===== src/rtl/wb_arbiter_if.sv =====
// Bus bundle between the execution-unit result ports and the register-file write port.
// The master drives results; the slave (the arbiter) drives the write port and status.
interface wb_arbiter_if #(
   parameter int AW = 6,
   parameter int DW = 32
);
   logic [AW-1:0] alu_addr;
   logic [DW-1:0] alu_dd_val;
   logic [AW-1:0] mem_addr;
   logic [DW-1:0] mem_dd_val;
   logic [AW-1:0] io_addr;
   logic [DW-1:0] io_dd_val;
   logic [AW-1:0] wb_addr;
   logic [DW-1:0] wb_val;
   logic          stall;
   logic          ovf;

   modport master (
      output alu_addr, alu_dd_val, mem_addr, mem_dd_val, io_addr, io_dd_val,
      input  wb_addr, wb_val, stall, ovf
   );

   modport slave (
      input  alu_addr, alu_dd_val, mem_addr, mem_dd_val, io_addr, io_dd_val,
      output wb_addr, wb_val, stall, ovf
   );
endinterface


===== src/rtl/wb_arbiter.sv =====
// Write-back arbiter: three per-source result FIFOs drained one entry per cycle onto the
// register-file write port, fixed priority mem > io > alu with a per-source starvation guard.
module wb_arbiter #(
   parameter int DEPTH  = 4,
   parameter int AW     = 6,
   parameter int DW     = 32,
   parameter int STARVE = 8
) (
   input logic        clk,
   input logic        rstn,
   wb_arbiter_if.slave bus
);
   localparam int NS = 3;
   localparam int PW = $clog2(DEPTH);
   localparam int CW = PW + 1;
   localparam int SW = (STARVE > 1) ? $clog2(STARVE) : 1;
   localparam int EW = AW + DW;

   localparam logic [1:0]    SRC_ALU    = 2'd0;
   localparam logic [1:0]    SRC_MEM    = 2'd1;
   localparam logic [1:0]    SRC_IO     = 2'd2;
   localparam logic [CW-1:0] FULL_CNT   = CW'(DEPTH);
   localparam logic [CW-1:0] STALL_CNT  = CW'(DEPTH - 1);
   localparam logic [SW-1:0] STARVE_MAX = SW'(STARVE - 1);

   logic [EW-1:0] r_fifo   [NS][DEPTH];
   logic [PW-1:0] r_rd_ptr [NS];
   logic [PW-1:0] r_wr_ptr [NS];
   logic [CW-1:0] r_cnt    [NS];
   logic [SW-1:0] r_starve [NS];
   logic [AW-1:0] r_wb_addr;
   logic [DW-1:0] r_wb_val;
   logic          r_stall;
   logic          r_ovf;

   logic [AW-1:0] w_in_addr  [NS];
   logic [DW-1:0] w_in_val   [NS];
   logic [CW-1:0] w_cnt_next [NS];
   logic [NS-1:0] w_nonempty;
   logic [NS-1:0] w_at_limit;
   logic [NS-1:0] w_grant;
   logic [NS-1:0] w_push;
   logic [NS-1:0] w_accept;
   logic [NS-1:0] w_drop;
   logic [EW-1:0] w_win_entry;
   logic          w_stall_next;

   assign w_in_addr[SRC_ALU] = bus.alu_addr;
   assign w_in_val[SRC_ALU]  = bus.alu_dd_val;
   assign w_in_addr[SRC_MEM] = bus.mem_addr;
   assign w_in_val[SRC_MEM]  = bus.mem_dd_val;
   assign w_in_addr[SRC_IO]  = bus.io_addr;
   assign w_in_val[SRC_IO]   = bus.io_dd_val;

   assign bus.wb_addr = r_wb_addr;
   assign bus.wb_val  = r_wb_val;
   assign bus.stall   = r_stall;
   assign bus.ovf     = r_ovf;

   function automatic logic [NS-1:0] pick_fixed(input logic [NS-1:0] req);
      logic [NS-1:0] g;
      g = {NS{1'b0}};
      if (req[SRC_MEM]) begin
         g[SRC_MEM] = 1'b1;
      end else if (req[SRC_IO]) begin
         g[SRC_IO] = 1'b1;
      end else if (req[SRC_ALU]) begin
         g[SRC_ALU] = 1'b1;
      end else begin
         g = {NS{1'b0}};
      end
      return g;
   endfunction

   // Arbitration on pre-edge FIFO state; starved heads take precedence over the fixed order.
   always_comb begin
      w_grant = {NS{1'b0}};
      for (int i = 0; i < NS; i++) begin
         w_nonempty[i] = (r_cnt[i] != {CW{1'b0}});
         w_at_limit[i] = w_nonempty[i] && (r_starve[i] == STARVE_MAX);
      end
      if (|w_at_limit) begin
         w_grant = pick_fixed(w_at_limit);
      end else begin
         w_grant = pick_fixed(w_nonempty);
      end
   end

   // Push acceptance: a full FIFO still takes a push when its head is popped at the same edge.
   always_comb begin
      w_win_entry  = {EW{1'b0}};
      w_stall_next = 1'b0;
      for (int i = 0; i < NS; i++) begin
         w_push[i]     = (w_in_addr[i] != {AW{1'b0}});
         w_accept[i]   = w_push[i] && ((r_cnt[i] != FULL_CNT) || w_grant[i]);
         w_drop[i]     = w_push[i] && !w_accept[i];
         w_cnt_next[i] = r_cnt[i] + CW'(w_accept[i]) - CW'(w_grant[i]);
         w_win_entry   = w_win_entry | ({EW{w_grant[i]}} & r_fifo[i][r_rd_ptr[i]]);
         w_stall_next  = w_stall_next | (w_cnt_next[i] >= STALL_CNT);
      end
   end

   // Storage carries no reset; pointers and counts alone define which entries are valid.
   always_ff @(posedge clk) begin
      for (int i = 0; i < NS; i++) begin
         if (w_accept[i]) begin
            r_fifo[i][r_wr_ptr[i]] <= {w_in_addr[i], w_in_val[i]};
         end
      end
   end

   // Pointers, counts and starvation counters per source.
   always_ff @(posedge clk or negedge rstn) begin
      if (!rstn) begin
         for (int i = 0; i < NS; i++) begin
            r_rd_ptr[i] <= {PW{1'b0}};
            r_wr_ptr[i] <= {PW{1'b0}};
            r_cnt[i]    <= {CW{1'b0}};
            r_starve[i] <= {SW{1'b0}};
         end
      end else begin
         for (int i = 0; i < NS; i++) begin
            if (w_accept[i]) begin
               r_wr_ptr[i] <= r_wr_ptr[i] + PW'(1);
            end
            if (w_grant[i]) begin
               r_rd_ptr[i] <= r_rd_ptr[i] + PW'(1);
            end
            r_cnt[i] <= w_cnt_next[i];
            if (!w_nonempty[i] || w_grant[i]) begin
               r_starve[i] <= {SW{1'b0}};
            end else if (r_starve[i] != STARVE_MAX) begin
               r_starve[i] <= r_starve[i] + SW'(1);
            end else begin
               r_starve[i] <= r_starve[i];
            end
         end
      end
   end

   // Registered write port and status; overflow is sticky until reset.
   always_ff @(posedge clk or negedge rstn) begin
      if (!rstn) begin
         r_wb_addr <= {AW{1'b0}};
         r_wb_val  <= {DW{1'b0}};
         r_stall   <= 1'b0;
         r_ovf     <= 1'b0;
      end else begin
         r_wb_addr <= w_win_entry[EW-1:DW];
         r_wb_val  <= w_win_entry[DW-1:0];
         r_stall   <= w_stall_next;
         r_ovf     <= r_ovf | (|w_drop);
      end
   end
endmodule


===== src/flat_wrapper.sv =====
// flat-port wrapper written by rule: the top's interface ports become plain ports
module wb_arbiter_flat 
#(
   parameter int DEPTH  = 4,
   parameter int AW     = 6,
   parameter int DW     = 32,
   parameter int STARVE = 8
)
  (clk, rstn, bus_alu_addr, bus_alu_dd_val, bus_mem_addr, bus_mem_dd_val, bus_io_addr, bus_io_dd_val, bus_wb_addr, bus_wb_val, bus_stall, bus_ovf);
  wb_arbiter_if #(.AW(AW), .DW(DW)) bus_i ();
  input logic clk;
  input logic rstn;
  input wire logic [$bits(bus_i.alu_addr)-1:0] bus_alu_addr;
  input wire logic [$bits(bus_i.alu_dd_val)-1:0] bus_alu_dd_val;
  input wire logic [$bits(bus_i.mem_addr)-1:0] bus_mem_addr;
  input wire logic [$bits(bus_i.mem_dd_val)-1:0] bus_mem_dd_val;
  input wire logic [$bits(bus_i.io_addr)-1:0] bus_io_addr;
  input wire logic [$bits(bus_i.io_dd_val)-1:0] bus_io_dd_val;
  output wire logic [$bits(bus_i.wb_addr)-1:0] bus_wb_addr;
  output wire logic [$bits(bus_i.wb_val)-1:0] bus_wb_val;
  output wire logic [$bits(bus_i.stall)-1:0] bus_stall;
  output wire logic [$bits(bus_i.ovf)-1:0] bus_ovf;
  assign bus_i.alu_addr = bus_alu_addr;
  assign bus_i.alu_dd_val = bus_alu_dd_val;
  assign bus_i.mem_addr = bus_mem_addr;
  assign bus_i.mem_dd_val = bus_mem_dd_val;
  assign bus_i.io_addr = bus_io_addr;
  assign bus_i.io_dd_val = bus_io_dd_val;
  assign bus_wb_addr = bus_i.wb_addr;
  assign bus_wb_val = bus_i.wb_val;
  assign bus_stall = bus_i.stall;
  assign bus_ovf = bus_i.ovf;
  wb_arbiter #(.DEPTH(DEPTH), .AW(AW), .DW(DW), .STARVE(STARVE)) u_core (.clk(clk), .rstn(rstn), .bus(bus_i));
endmodule

===== config.mk =====
export PLATFORM = sky130hd
export DESIGN_NAME = wb_arbiter_flat
export DESIGN_NICKNAME = d
export VERILOG_FILES = /design/src/rtl/wb_arbiter_if.sv /design/src/rtl/wb_arbiter.sv /design/src/flat_wrapper.sv
export SDC_FILE = /design/constraint.sdc
export NUM_CORES = 1
export LEC_CHECK = 0
export ABC_AREA = 1
export CORE_AREA = 2 2 206 208
export DETAILED_ROUTE_END_ITERATION = 6
export DIE_AREA = 0 0 208 210
export MAX_ROUTING_LAYER = met4
export PLACE_DENSITY = 0.69
export SYNTH_ARGS = -nofsm -noshare
export SYNTH_HDL_FRONTEND = slang
export SYNTH_SLANG_ARGS = --single-unit

===== constraint.sdc =====
create_clock -name clk -period 8.97 [get_ports clk]
set_clock_uncertainty 0.1 [all_clocks]
set_input_delay 1.794 -clock clk [delete_from_list [all_inputs] [get_ports clk]]
set_output_delay 1.794 -clock clk [all_outputs]
set_load 0.02 [all_outputs]

==> results_dict.tcl <==
set metrics [dict create \
    power_leakage_nw 8.550 \
    fin_cells 2265 \
    num_vias 12570 \
    cp_max_fo 7 \
    cts_buffers 52 \
    yosys.area.top_type "edfxtp_1" \
    synth_cell_types 31 \
    ys_top_cells_by_count "456 x edfxtp_1, 299 x nor2_1, 190 x o21ai_0" \
    slew_viol_final 0 \
    drive_above_1_share_pct 8.469 \
    arrival_ps 4250 \
    clk_pin_slew_worst_paths_ps 60 \
    drt_iter0_drc 1323 \
    routabilityCongestion 0.8407 \
    crit_chain "clkdlybuf4s50_1, nor2_1, nand3_1, nand2_2, inv_2, ha_1, fa_1, xnor2_1, inv_1, a21oi_1, nand3_1" \
    ys_warn_count 0 \
    combPwrFrac_pct 34.0 \
    yosysSeqAreaShare_pct 75.35 \
    critPathKind "input port to flip-flop" \
    grt_max_degree 81 \
    worstPathRequired_ps 9320 \
    synth_edf_count 456 \
    initial_core_util_pct 49.42 \
    min_period_ps 3898 \
    ys.flop_type "edfxtp_1" \
    antenna_found_initial 2 \
    wl_um 45980 \
    grt_overflow 0 \
    status "complete, no violations" \
    maxSlewHeadroom_pct 18.11 \
    port_buffers 155 \
    crit_path_top_delay_cell "clkdlybuf4s50_1" \
    ios 156 \
    hpwl_um 28950 \
    crit_path_end_kind "flip-flop" \
    clockPowerShare_pct 22.4 \
    cts_resized 0 \
    tightest_slew_ps 1225 \
    p_per_area_nw_per_um2 379.3 \
    rsz0062_at_grt "false" \
    postCtsSetupBuffers 0 \
    dp_cells 2168 \
    synth_seq_cells 526 \
    dieArea_um2 43680 \
    finalCritPeriodShare_pct 43.45 \
    grt_pass1_vias 12130 \
    grt_pass1_wl_um 69410 \
    synth_fp_nets 1682 \
    viasPerCell 5.549 \
    die_h_um 210 \
    syn_inst 1539 \
    cts-root-buf "clkbuf_16" \
    min_path_type "flip-flop to flip-flop" \
    num_rows 75 \
    place_area_um2 22520 \
    synth_area_leaders "edfxtp_1 67%, dfrtp_1 8.5%, nor2_1 5.5%, o21ai_0 4.6%, nand2_1 2.7%" \
    clk_path_buf_depth 3 \
    tns_ps 0 \
    clock_sinks 526 \
    synthesis.area_um2 20500 \
    firstDrtPassIters 6 \
    avgSynthCellArea_um2 13.32 \
    critical-path-top-delay-family "simple AND/OR/NAND/NOR gates" \
    sw_frac_of_total_pct 36.09 \
    area_delta_synth_final_pct 17.87 \
    internal-power_mw 5.857 \
    yosysMostFrequentCell "edfxtp_1" \
    groute.usage.overall_pct 21.46 \
    clock_latency_ps 580 \
    avgRoutedWirePerCell_um 20.30 \
    drv_cap 0 \
    p_seq_share_pct 43.5 \
    switchingPower_mw 3.307 \
    final_area_um2 24160 \
    cpMostUsedCell "nand3_1" \
    max_stage_delay_ps 480 \
    start_kind "input port" \
    finalHoldViolCount 0 \
    cts_tree "built" \
    hold_buffers 0 \
    fmax_mhz 256.6 \
    cts.htree.levels 2 \
    setup_viol 0 \
    async_reset_ff_share_pct 13.31 \
    postRouteAntennaNets 0 \
    crit_buf_inv 3 \
    core_area_um2 41480 \
    nNetsFinal 1826 \
    synth.top_cell.area_share_pct 66.80 \
    drc_errors 0 \
    dieWidth_um 208 \
    vdd_drop_max_mv 0.1799 \
    total_power_mw 9.165 \
]
==> power groups by stage <==
| stage | clock [mW] | combinational, mW | sequential, mW |
|---|---|---|---|
| after CTS | 2.09 | 3.15 | 3.99 |
| after global routing | 2.19 | 3.45 | 4.06 |
| after floorplan | 0 | 1.96 | 4.09 |
| after detailed placement | 0 | 3.14 | 4.03 |
| final | 2.05 | 3.12 | 3.99 |
| after global placement | 0 | 3.06 | 4.00 |
==> metrics by stage <==
stage	util, %	worst slack [ps]	hold slack [ps]
after floorplan	-	4750	309.7
after global placement	54.30	4580	322.3
after detailed placement	54.30	4498	329.2
after CTS	58.24	5107	341.5
after global routing	58.25	4918	386.0
final	58.25	5072	339.5
==> registers in the layout, summed over array words and instances (netlist names) <==
register,flops
u_core.bus.wb_val,32
u_core.bus.wb_addr,6
u_core.r_fifo,456
u_core.r_starve,9
u_core.r_wr_ptr,6
u_core.r_cnt,9
u_core.bus.ovf,1
u_core.bus.stall,1
u_core.r_rd_ptr,6
==> cells by family (layout without fill, tap and decap cells) <==
| kind of cell | after synthesis | in the layout | share of synthesized area (%) |
|---|---|---|---|
| other | 0 | 2 | 0 |
| AOI/OAI and AO/OA | 310 | 310 | 8.735 |
| and+or+nand+nor | 525 | 525 | 10.49 |
| buffers and inverters | 140 | 325 | 3.198 |
| DFF | 526 | 526 | 75.35 |
| muxes | 1 | 1 | 0.04883 |
| adders and majority gates | 27 | 27 | 1.758 |
| xor gates and xnor gates | 10 | 10 | 0.4273 |
==> cells in the final DEF, fill, tap and decap left out, drive strengths merged, types with 2 or more instances in the layout <==
| cell | instances |
|---|---|
| xnor2 | 5 |
| clkinv | 29 |
| nor2 | 304 |
| nand4 | 4 |
| buf | 22 |
| o21ai | 192 |
| bufinv | 2 |
| nand3 | 54 |
| o22ai | 77 |
| nor3 | 2 |
| nand2 | 161 |
| dfrtp | 70 |
| xor2 | 5 |
| inv | 54 |
| clkbuf | 61 |
| edfxtp | 456 |
| fa | 3 |
| clkinvlp | 3 |
| clkdlybuf4s50 | 154 |
| o32ai | 38 |
| a21oi | 3 |
| diode | 2 |
| ha | 24 |
==> cell type report <==
cell class,instances,area (um^2)
antenna,2,5.005
clock buffer,61,1408
clock inverter,34,226.5
fill,3251,17320
inverter,54,203.9
multi-input combinational,873,4488
sequential,526,15450
tap,539,674.4
timing repair buffer,176,1707
==> final timing paths <==
path / from / endpoint / slack [ps] / cells past startpoint
worst max-delay path: bus_alu_addr[5] / u_core.bus.stall / 5070 / 11
worst min-delay path: u_core.r_starve[3] / u_core.r_starve[3] / 340 / 1
worst max register to register: u_core.r_starve[0] / u_core.bus.stall / 5310 / 16
worst min register to register: u_core.r_starve[3] / u_core.r_starve[3] / 340 / 1
max in group asynchronous: rstn / u_core.r_rd_ptr[0] / 6850 / 1
min in group asynchronous: rstn / u_core.bus.wb_val[31] / 1260 / 1
==> metal layers <==
layer	track usage, %	up-vias	wire (um)
met3	3.367	72	3369
met4	5.845	0	1000
met5	-	-	0
li1	-	5834	-
met1	29.87	6221	19590
met2	33.37	441	22020
(Power assumes the default switching activity.)
